### src/rtl/amp_resp_pkg.sv
// amp_resp_pkg: shared width, field positions, sync depth and FSM states for amp_spi_responder
package amp_resp_pkg;
  localparam int DEF_WIDTH   = 8;
  localparam int GAIN_A_LSB  = 0;
  localparam int GAIN_B_LSB  = 4;
  localparam int SYNC_STAGES = 2;
  typedef enum logic [1:0] {IDLE, SHIFT, COMMIT} resp_state_t;
endpackage

### src/rtl/sync_edge.sv
// sync_edge: multi-FF synchronizer with rise/fall detect against one extra history register
module sync_edge
  import amp_resp_pkg::*;
(
  input  logic clk_i,
  input  logic rst_ni,
  input  logic d_i,
  output logic q_o,
  output logic rise_o,
  output logic fall_o
);
  logic [SYNC_STAGES-1:0] sync_q;
  logic                   prev_q;
  // Synchronizer chain plus the previous synchronized value for edge detection
  always_ff @(posedge clk_i or negedge rst_ni)
    if (!rst_ni) begin
      sync_q <= '0;
      prev_q <= 1'b0;
    end else begin
      sync_q <= {sync_q[SYNC_STAGES-2:0], d_i};
      prev_q <= sync_q[SYNC_STAGES-1];
    end
  assign q_o    = sync_q[SYNC_STAGES-1];
  assign rise_o = q_o & ~prev_q;
  assign fall_o = ~q_o & prev_q;
endmodule

### src/rtl/amp_spi_responder.sv
// amp_spi_responder: SPI responder for the preamp gain port; AMP_RESP_ECHO_EN enables the amp_dout echo
module amp_spi_responder
  import amp_resp_pkg::*;
#(
  parameter int WIDTH = DEF_WIDTH
) (
  input  logic       CLK50MHZ,
  input  logic       RST_N,
  input  logic       spi_sck,
  input  logic       spi_mosi,
  input  logic       amp_cs,
  input  logic       amp_shdn,
  output logic       amp_dout,
  output logic [3:0] gain_a,
  output logic [3:0] gain_b,
  output logic       gain_valid,
  output logic       frame_err,
  output logic [3:0] bit_count
);
  resp_state_t      state_q, state_d;
  logic [WIDTH-1:0] sr_q, sr_d;
  logic [WIDTH-1:0] gain_q, gain_d;
  logic [3:0]       cnt_q, cnt_d;
  logic             valid_q, valid_d;
  logic             err_q, err_d;
  logic             sck_rise, sck_fall, sck_s_unused;
  logic             mosi_s, mosi_rise_unused, mosi_fall_unused;
  logic             cs_rise, cs_fall, cs_s_unused;
`ifdef AMP_RESP_ECHO_EN
  logic             dout_q, dout_d;
`else
  logic             sck_fall_unused;
`endif

  sync_edge u_sck (
    .clk_i (CLK50MHZ),
    .rst_ni(RST_N),
    .d_i   (spi_sck),
    .q_o   (sck_s_unused),
    .rise_o(sck_rise),
    .fall_o(sck_fall)
  );

  sync_edge u_mosi (
    .clk_i (CLK50MHZ),
    .rst_ni(RST_N),
    .d_i   (spi_mosi),
    .q_o   (mosi_s),
    .rise_o(mosi_rise_unused),
    .fall_o(mosi_fall_unused)
  );

  sync_edge u_cs (
    .clk_i (CLK50MHZ),
    .rst_ni(RST_N),
    .d_i   (amp_cs),
    .q_o   (cs_s_unused),
    .rise_o(cs_rise),
    .fall_o(cs_fall)
  );

  // Next-state logic; a cs rise takes priority over any coincident sck edge
  always_comb begin
    state_d = state_q;
    sr_d    = sr_q;
    gain_d  = gain_q;
    cnt_d   = cnt_q;
    valid_d = 1'b0;
    err_d   = 1'b0;
`ifdef AMP_RESP_ECHO_EN
    dout_d  = dout_q;
`endif
    if (amp_shdn) begin
      state_d = IDLE;
      gain_d  = '0;
      cnt_d   = '0;
`ifdef AMP_RESP_ECHO_EN
      dout_d  = 1'b0;
`endif
    end else begin
      case (state_q)
        IDLE: if (cs_fall) begin
          state_d = SHIFT;
          sr_d    = gain_q;
          cnt_d   = '0;
`ifdef AMP_RESP_ECHO_EN
          dout_d  = gain_q[WIDTH-1];
`endif
        end
        SHIFT: if (cs_rise) begin
          state_d = int'(cnt_q) >= WIDTH ? COMMIT : IDLE;
          err_d   = int'(cnt_q) < WIDTH;
        end else begin
          if (sck_rise) begin
            sr_d  = {sr_q[WIDTH-2:0], mosi_s};
            cnt_d = cnt_q == 4'hF ? cnt_q : cnt_q + 4'd1;
          end
`ifdef AMP_RESP_ECHO_EN
          if (sck_fall) dout_d = sr_q[WIDTH-1];
`endif
        end
        COMMIT: begin
          gain_d  = sr_q;
          valid_d = 1'b1;
          state_d = IDLE;
        end
        default: state_d = IDLE;
      endcase
    end
  end

  // State, shift register, committed gain, bit counter and pulse registers
  always_ff @(posedge CLK50MHZ or negedge RST_N)
    if (!RST_N) begin
      state_q <= IDLE;
      sr_q    <= '0;
      gain_q  <= '0;
      cnt_q   <= '0;
      valid_q <= 1'b0;
      err_q   <= 1'b0;
    end else begin
      state_q <= state_d;
      sr_q    <= sr_d;
      gain_q  <= gain_d;
      cnt_q   <= cnt_d;
      valid_q <= valid_d;
      err_q   <= err_d;
    end

`ifdef AMP_RESP_ECHO_EN
  // Echo bit register, driven from the cs fall and each sck fall
  always_ff @(posedge CLK50MHZ or negedge RST_N)
    if (!RST_N) dout_q <= 1'b0;
    else dout_q <= dout_d;
  assign amp_dout = dout_q;
`else
  assign sck_fall_unused = sck_fall;
  assign amp_dout = 1'b0;
`endif

  assign gain_a     = gain_q[GAIN_A_LSB +: 4];
  assign gain_b     = gain_q[GAIN_B_LSB +: 4];
  assign gain_valid = valid_q;
  assign frame_err  = err_q;
  assign bit_count  = cnt_q;
endmodule

### config.mk
export PLATFORM = sky130hd
export DESIGN_NAME = amp_spi_responder
export DESIGN_NICKNAME = d
export VERILOG_FILES = /design/src/rtl/amp_resp_pkg.sv /design/src/rtl/sync_edge.sv /design/src/rtl/amp_spi_responder.sv
export SDC_FILE = /design/constraint.sdc
export NUM_CORES = 1
export LEC_CHECK = 0
export BUFFER_PORTS_ARGS = -buffer_cell sky130_fd_sc_hd__buf_2
export CAP_MARGIN = 20
export CORE_ASPECT_RATIO = 0.9
export CORE_MARGIN = 5
export CORE_UTILIZATION = 28
export DETAILED_ROUTE_END_ITERATION = 8
export GPL_TIMING_DRIVEN = 0
export PLACE_DENSITY = 0.54
export SLEW_MARGIN = 20
export SYNTH_ARGS = -nofsm -noshare
export SYNTH_HDL_FRONTEND = slang
export SYNTH_SLANG_ARGS = --single-unit
### constraint.sdc
create_clock -name CLK50MHZ -period 4.2 [get_ports CLK50MHZ]
set_input_delay 0.63 -clock CLK50MHZ [delete_from_list [all_inputs] [get_ports CLK50MHZ]]
set_output_delay 0.63 -clock CLK50MHZ [all_outputs]
set_load 0.03 [all_outputs]
==> impl_metrics.tcl, run 1 <==
set metrics [dict create \
    cts_tree "done" \
    fill_cells 491 \
    ir_worst_vdd_mv 0.155 \
    cts_resized 0 \
    slew_violations 0 \
    vias_per_cell 4.56 \
    ys_types 33 \
    syn-num-nets 134 \
    synth_cells 126 \
    end_kind "flop" \
    ios 21 \
    start_kind "flop" \
    overflow 0 \
    path_max_fanout 9 \
    synth-compound-area-share 0.109 \
    slew_headroom 0.535 \
    clk_pin_slew_ns 0.07 \
    pwr-share-seq 0.532 \
    num_rows 24 \
    gp_congestion 0.762 \
    min_period_over_period 0.406 \
    dpl.cell_count 210 \
    worst-setup-path-type "reg -> reg" \
    register_area_um2 801 \
    syn_to_final_growth_pct 18.8 \
    root_buffer "clkbuf_8" \
    portBuffers 19 \
    vias 994 \
    grt_max_degree 33 \
    core_area_um2 4860 \
    first_pass_iters 4 \
    fin_cells 218 \
    grt_use_total 0.0945 \
    outcome "finished, final reports clean" \
    dr.max_layer_used "met4" \
    grt_first_pass_wirelength_um 4860 \
    finalHoldViolCount 0 \
    powerDensity_nw_per_um2 387 \
    setup_tns_ns 0 \
    p_clk_frac 0.373 \
    die-area_um2 6570 \
    finalCriticalPeriod_ns 1.71 \
    fmax_mhz 586 \
    p_sw_frac 0.244 \
    drt-met1-wl_um 1370 \
    wl_met3_um 142 \
    worst_pin_slew_ns 0.698 \
    start_util 0.291 \
    skew_ns 0.00914 \
    post_cts_buffers 0 \
    synth_edf_count 0 \
    finalSetupViolCount 0 \
    synth_flop_cell "dfrtp_1" \
    cap_violations 0 \
    clk_latency_ns 0.28 \
    first_global_vias 1016 \
    die_x_um 84.9 \
    numCtsBuffers 5 \
    synth_top_family_by_area "simple AND/OR/NAND/NOR gates" \
    wl_met2_um 1080 \
    switching_power_w 0.000159 \
    cts.hold.buffers_added 0 \
    rsz0062_at_grt "no" \
    cts_num_sinks 32 \
    crit_arrival_ns 1.87 \
    synth_mux_area_frac 0.0566 \
    cts-htree-levels 2 \
    p_leak_nw 0.752 \
    die_h_um 77.4 \
    min_path_type "reg -> reg" \
    ys_warn_count 0 \
    yosys.area_share.xor_xnor 0 \
    dp_hpwl_um 1870 \
    crit_required_ns 4.36 \
    combinationalPowerShare 0.095 \
    antenna_cells 0 \
    ant_nets 0 \
    ys_seq_area_frac 0.566 \
    antenna_found_initial 0 \
    synth-adder-area-share 0.0248 \
    wl_um 2660 \
    multi_input_area_um2 552 \
    clk_path_buf_depth 2 \
    ys_async_sr_fraction 1.00 \
    wl_per_cell_um 12.2 \
    p_int_w 0.000492 \
    nets 160 \
    drt_iter0_drc 57 \
    synth_simple_gate_area_frac 0.197 \
    syn_avg_cell_area_um2 11.2 \
    drive_above_1_share 0.281 \
    netlist_area_um2 1410 \
    drc 0 \
    synth_seq_cells 32 \
]
[worst paths after layout]
path                                      from             end  slack [ns]  depth (start not counted)
worst min-delay path            u_cs.sync_q[0]  u_cs.sync_q[1]        0.35                          0
worst min register to register  u_cs.sync_q[0]  u_cs.sync_q[1]        0.35                          0
max in group asynchronous                RST_N       gain_q[0]        3.36                          1
worst max register to register      state_q[0]         sr_q[6]        2.49                          5
worst max-delay path                state_q[0]         sr_q[6]        2.49                          5
min in group asynchronous                RST_N    bit_count[3]        0.39                          1
[final cells by class]
type                       instances  area share
buffer                             7      0.0276
clock buffer                       8      0.0536
inverter                           4     0.00894
multi-input combinational         83       0.328
sequential                        32       0.477
tap                               65      0.0484
timing repair buffer              19      0.0566
[synthesized netlist by cell type (3+ instances only)]
master | count | share of area
dfrtp_1 | 32 | 0.57
nand2_1 | 17 | 0.045
nor3_1 | 10 | 0.035
a21oi_1 | 8 | 0.028
a21oi_2 | 8 | 0.050
mux2i_1 | 8 | 0.057
inv_1 | 4 | 0.011
nor2_1 | 4 | 0.011
clkbuf_1 | 3 | 0.0080
nand3_1 | 3 | 0.011
[state kept, by name, summed over array words and instances (netlist names)]
signal	cells
gain_q	8
sr_q	8
bit_count	4
state_q	2
u_cs.sync_q	2
u_mosi.sync_q	2
u_sck.sync_q	2
frame_err	1
gain_valid	1
u_cs.prev_q	1
u_sck.prev_q	1
[cells by family after synthesis]
family,after synthesis
and+or+nand+nor,50
muxes,8
buffers and inverters,11
AOI/OAI and AO/OA,21
DFF,32
adders and majority gates,3
other,1
[routing by layer]
metal  track usage  up-vias
met5             0        -
met4        0.0522        0
met3        0.0318        7
met2         0.128       28
met1         0.131      472
li1              -      487
[worst max-delay path, cell delays in order (launching register included)]
cell	delay [ns]
dfrtp_1	0.43
or3b_4	0.44
nor3_4	0.32
or2_1	0.17
buf_6	0.15
a21oi_2	0.07
[placed cells by master, fill, tap and decap left out, types with 3 or more instances in the layout]
cell type and count:
a21oi_2 8, inv_1 4, mux2i_1 8, nor2_1 4, dfrtp_1 32, nand2_1 17, nand3_1 3, a21oi_1 8
nor3_1 10, clkbuf_1 5, clkbuf_8 6, buf_2 20
[power groups by stage]
stage	clock network, W	registers [W]	logic (W)
2_1_floorplan	0	0.000348	0.0000462
3_3_place_gp	0	0.000351	0.0000611
3_5_place_dp	0	0.000352	0.0000628
4_1_cts	0.000251	0.000346	0.0000628
5_1_grt	0.000267	0.000348	0.0000709
6_report	0.000243	0.000346	0.0000616
[stage by stage]
step	util	total power (W)	hold WS [ns]	worst slack, ns	instance area [um2]
4_1_cts	0.345	0.000660	0.349	2.51	1680
3_5_place_dp	0.327	0.000414	0.335	2.40	1590
2_1_floorplan	-	0.000394	0.331	2.59	1410
3_3_place_gp	0.327	0.000412	0.334	2.42	1590
5_1_grt	0.345	0.000686	0.355	2.35	1680
6_report	0.345	0.000650	0.346	2.49	1680
No activity file was read; power rests on OpenSTA's default activity.
==> inputs of run 2 (changes only) <==
ABC_AREA = 1   (was unset)
PLACE_DENSITY = 0.56   (was 0.54)
clock period = 1.4 ns   (was 4.2 ns; I/O delays follow)
==> impl_metrics.tcl, run 2 <==
set metrics [dict create \
    outcome "finished, final reports clean" \
    netlist_area_um2 1390 \
    cp_top_family "simple AND/OR/NAND/NOR gates" \
    syn-num-nets 159 \
    wl_per_cell_um 11.4 \
    post-synth-top-count-cell "dfrtp_1" \
    grt_use_total 0.0960 \
    rr_worst_depth 8 \
    combinationalPowerShare 0.105 \
    powerDensity_nw_per_um2 1230 \
    slew_violations 0 \
    p_leak_nw 0.862 \
    final_common_cell "dfrtp_1" \
    worst_pin_slew_ns 0.694 \
    final_util 0.355 \
    multi_input_area_um2 509 \
    ys_warn_count 0 \
    setup_ws_ns 0.0736 \
    cts-htree-levels 2 \
    crit_required_ns 1.57 \
    syn_avg_cell_area_um2 9.17 \
    whs_path_depth 1 \
    yosys.area_share.xor_xnor 0 \
    cap_violations 0 \
    clk_pin_slew_ns 0.07 \
    worst-setup-path-type "reg -> reg" \
    setup_tns_ns 0 \
    switching_power_w 0.000522 \
    grt_max_degree 33 \
    fmax_mhz 754 \
    drt_iter0_drc 32 \
    drc 0 \
    ios 21 \
    crit_arrival_ns 1.50 \
    p_clk_frac 0.412 \
    dp_slack_ns -0.0187 \
    min_to "u_sck.sync_q[0]" \
    portBuffers 19 \
    numCtsBuffers 5 \
    synth_cells 151 \
    core_area_um2 4830 \
    ir_worst_vdd_mv 0.483 \
    synth_seq_cells 32 \
    skew_ns 0.00197 \
    path_common_cell "nand2_1" \
    ant_nets 0 \
    synth-compound-area-share 0.102 \
    r2r_end "bit_count[0]" \
    ys_async_sr_fraction 1.00 \
    path_max_fanout 5 \
    slowest_stage "dfrtp_2" \
    register_area_um2 806 \
    gp_congestion 0.798 \
    start_util 0.286 \
    die_x_um 84.1 \
    synth_edf_count 0 \
    min_from "spi_sck" \
    layout_common_cells "28 x dfrtp_1, 27 x nand2_1, 19 x buf_2" \
    worst-r2r-setup-slack_ns 0.07 \
    die-area_um2 6460 \
    synth_simple_gate_area_frac 0.226 \
    pwr-share-seq 0.483 \
    vias_per_cell 4.18 \
    cts_tree "done" \
    clk_path_buf_depth 2 \
    nets 187 \
    start_kind "flop" \
    timing.rr.start "bit_count[0]" \
    end_kind "flop" \
    die_h_um 76.7 \
    overflow 0 \
    min_path_type "in -> reg" \
    synth_flop_cell "dfrtp_1" \
    first_pass_iters 4 \
    ys_seq_area_frac 0.578 \
    synth-adder-area-share 0.0181 \
    first_global_vias 1042 \
    antenna_found_initial 0 \
    cp_num_buf_inv 0 \
    clk_latency_ns 0.28 \
    antenna_cells 0 \
    crit_chain "ha_1, nand2_1, nand3b_1, nand2_1, nand2_4, nand2_4, nand2_1, nand2_1" \
    synth_area_leaders "dfrtp_1 58%, nand2_1 7.9%, nand3_1 5.1%" \
    slew_headroom 0.537 \
    synth_top_area_frac 0.578 \
    min_period_over_period 0.947 \
    path_depth 8 \
    synth_common_cells "32 x dfrtp_1, 29 x nand2_1, 16 x inv_1, 16 x nor2_1, 14 x nand3_1" \
    cts_num_sinks 32 \
    ys_types 24 \
    grt_first_pass_wirelength_um 4870 \
    synth_top_family_by_area "simple AND/OR/NAND/NOR gates" \
    drive_above_1_share 0.272 \
    synth_mux_area_frac 0 \
    num_rows 24 \
    wl_um 2790 \
    finalHoldViolCount 0 \
    syn_to_final_growth_pct 24.0 \
    finalPower_w 0.00212 \
    dp_hpwl_um 1880 \
    vias 1023 \
    root_buffer "clkbuf_8" \
    p_int_w 0.00160 \
    rsz0062_at_grt "no" \
    p_sw_frac 0.247 \
    finalSetupViolCount 0 \
    netlist.top_cell.by_area "dfrtp_1" \
    finalCriticalPeriod_ns 1.33 \
    cp_slowest_stage_delay_ns 0.43 \
    fill_cells 500 \
]
[run 2: changes by cell type in the layout (fill, tap and decap cells not counted), sizes merged, moves of 3 or more]
cell    change
nand2      +14
clkbuf      -5
nand3      +11
inv        +14
nor3       -12
o21ai      +16
nor2       +15
mux2i       -8
nor2b       -3
a21oi       -6
[run 2: worst register-to-register path: cells and delay by family (launching register included)]
kind | cells | cell delay [ns]
DFF | 1 | 0.43
and+or+nand+nor | 7 | 0.57
adders and majority gates | 1 | 0.22
[run 2: metrics by stage]
step                      hold WS (ns)  instance area [um2]  instances
after floorplan                -0.0856                 1390        151
after global placement           0.311                 1560        235
after detailed placement         0.307                 1560        235
after CTS                       0.0215                 1680        244
after global routing            0.0137                 1720        245
final                           0.0264                 1720        245
[run 2: repair_timing]
item                       in CTS  in global routing
buffers inserted                0                  1
setup endpoints to repair       4                 16
hold buffers                    1                  0
resized for setup               1                 12
hold endpoints to repair        2                  0
[run 2: routing by layer]
metal  wire, um  global-route usage  vias to the layer above
li1           -                   -                      539
met1       1370               0.131                      460
met2       1220               0.132                       17
met3        131              0.0322                        7
met4         68              0.0531                        0
met5          0                   0                        -
[run 2: final cells by class]
class                   count  area share
clock inverters             2      0.0204
multi-input cells          97       0.296
flip-flops and latches     32       0.469
well taps                  65      0.0473
repair buffers             21      0.0655
plain buffers               3      0.0175
inverters                  19      0.0415
clock buffers               6      0.0422
[run 2: worst max-delay path by stage]
| stage | from | to | slack, ns |
|---|---|---|---|
| finish | bit_count[0] | bit_count[0] | 0.07 |
| global route | bit_count[0] | bit_count[0] | 0.003 |
| CTS | bit_count[0] | bit_count[0] | 0.01 |
| detailed placement | bit_count[0] | bit_count[0] | -0.02 |
| global placement | bit_count[0] | bit_count[3] | -0.02 |
| floorplan | bit_count[0] | bit_count[2] | 0.03 |
[run 2: cells by family after synthesis]
| logic type | count (synthesis) |
|---|---|
| adder cells (fa/ha/maj) | 2 |
| buffers and inverters | 22 |
| AND/OR/NAND/NOR | 68 |
| AO/OA/AOI/OAI | 26 |
| flip-flops | 32 |
| other | 1 |
[run 2: power groups by stage]
stage               logic [W]  registers [W]  clock network [W]
floorplan            0.000145        0.00104                  0
global placement     0.000208        0.00104                  0
detailed placement   0.000212        0.00104                  0
CTS                  0.000216        0.00102           0.000892
global route         0.000257        0.00103           0.000941
finish               0.000223        0.00102           0.000873
==> inputs of run 3 (changes only) <==
ABC_AREA = unset   (was 1)
CORE_MARGIN = 4   (was 5)
GPL_TIMING_DRIVEN = unset   (was 0)
==> impl_metrics.tcl, run 3 (synthesis gave the netlist of run 1 again) <==
set metrics [dict create \
    outcome "complete, but fails checks" \
    violations "negative setup slack" \
    grt_use_total 0.0983 \
    die_x_um 82.9 \
    min_period_over_period 1.03 \
    cp_num_buf_inv 0 \
    die-area_um2 6250 \
    start_util 0.291 \
    first_global_vias 1027 \
    antenna_cells 0 \
    finalSetupViolCount 9 \
    wl_per_cell_um 13.0 \
    clk_pin_slew_ns 0.06 \
    combinationalPowerShare 0.100 \
    switching_power_w 0.000489 \
    num_rows 24 \
    antenna_found_initial 0 \
    wl_um 3040 \
    drc 0 \
    syn_to_final_growth_pct 33.6 \
    end_kind "flop" \
    dp_hpwl_um 2210 \
    numCtsBuffers 5 \
    layout_common_cells "30 x dfrtp_1, 20 x buf_4, 19 x buf_2" \
    setup_tns_ns -0.103 \
    slew_headroom 0.629 \
    rsz0062_at_grt "yes" \
    fmax_mhz 696 \
    crit_required_ns 1.55 \
    dp_slack_ns -0.101 \
    ios 21 \
    worst-setup-path-type "reg -> reg" \
    grt_first_pass_wirelength_um 4810 \
    grt_max_degree 26 \
    die_h_um 75.4 \
    slowest_stage "or3b_4" \
    fin_area_um2 1890 \
    finalHoldViolCount 0 \
    dpl.cell_count 222 \
    core_area_um2 4860 \
    slew_violations 0 \
    vias 1045 \
    path_max_fanout 3 \
    powerDensity_nw_per_um2 1170 \
    first_pass_iters 4 \
    worst_pin_slew_ns 0.557 \
    ant_nets 0 \
    fill_cells 498 \
    root_buffer "clkbuf_8" \
    clk_path_buf_depth 2 \
    final_util 0.388 \
    overflow 0 \
    p_leak_nw 0.853 \
    vias_per_cell 4.48 \
    finalCriticalPeriod_ns 1.44 \
    crit_chain "or3b_4, nor2_4, nor3_2, a221o_1" \
    cap_violations 0 \
    cts-htree-levels 2 \
    portBuffers 19 \
    crit_arrival_ns 1.59 \
    min_path_type "in -> reg" \
    nets 175 \
    place_area_um2 1710 \
    cp_slowest_stage_delay_ns 0.44 \
    drt_iter0_drc 25 \
    p_int_w 0.00173 \
    skew_ns 0.00782 \
    ir_worst_vdd_mv 0.448 \
    gp_congestion 0.766 \
    cp_top_family "simple AND/OR/NAND/NOR gates" \
    p_clk_frac 0.430 \
    p_sw_frac 0.221 \
    fin_cells 233 \
    clk_latency_ns 0.28 \
    setup_ws_ns -0.0376 \
    cts_num_sinks 32 \
    cts_tree "done" \
    drive_above_1_share 0.429 \
    start_kind "flop" \
    pwr-share-seq 0.470 \
    final_common_cell "dfrtp_1" \
]
-- run 3: layer usage --
metal	GRT usage	share of wire	up-vias
li1	-	-	517
met1	0.124	0.46	502
met2	0.167	0.49	22
met3	0.0292	0.035	4
met4	0.0272	0.012	0
met5	0	0	-
-- run 3: path summary, 6_finish.rpt --
check / from / endpoint / slack, ns / cells past startpoint
max: state_q[0] / bit_count[2] / -0.04 / 4
min reg2reg: u_mosi.sync_q[0] / u_mosi.sync_q[1] / 0.35 / 0
min in group asynchronous: RST_N / gain_q[7] / 0.46 / 2
max reg2reg: state_q[0] / bit_count[2] / -0.04 / 4
max in group asynchronous: RST_N / u_sck.sync_q[0] / 0.42 / 3
min: amp_cs / u_cs.sync_q[0] / 0.04 / 1
-- run 3: final cells by class --
cell class | count | area (um2) | area share
clock inverter | 1 | 30.0 | 0.0159
tap | 65 | 81.3 | 0.0430
clock buffer | 7 | 96.3 | 0.0510
timing repair buffer | 41 | 267 | 0.141
sequential | 32 | 803 | 0.425
multi-input combinational | 83 | 597 | 0.316
inverter | 4 | 15.0 | 0.00795
-- run 3: timing repair --
item	4_1_cts	5_1_grt
pin swaps	6	5
endpoints found under the hold margin	24	0
gates resized for setup	5	4
setup buffers	3	0
endpoints found under the setup margin	10	12
hold buffers	1	0
-- run 3: power groups by stage --
stage | combinational, W | clock [W] | sequential, W
2_1_floorplan | 0.000138 | 0 | 0.00104
3_3_place_gp | 0.000205 | 0 | 0.00105
3_5_place_dp | 0.000212 | 0 | 0.00106
4_1_cts | 0.000221 | 0.000973 | 0.00104
5_1_grt | 0.000245 | 0.00102 | 0.00105
6_report | 0.000222 | 0.000954 | 0.00104
-- run 3: through the flow --
stage | power [W] | hold WS [ns]
detailed placement | 0.00127 | 0.235
CTS | 0.00223 | 0.0354
global placement | 0.00126 | 0.221
global route | 0.00231 | 0.0261
finish | 0.00222 | 0.0409
floorplan | 0.00118 | -0.0856
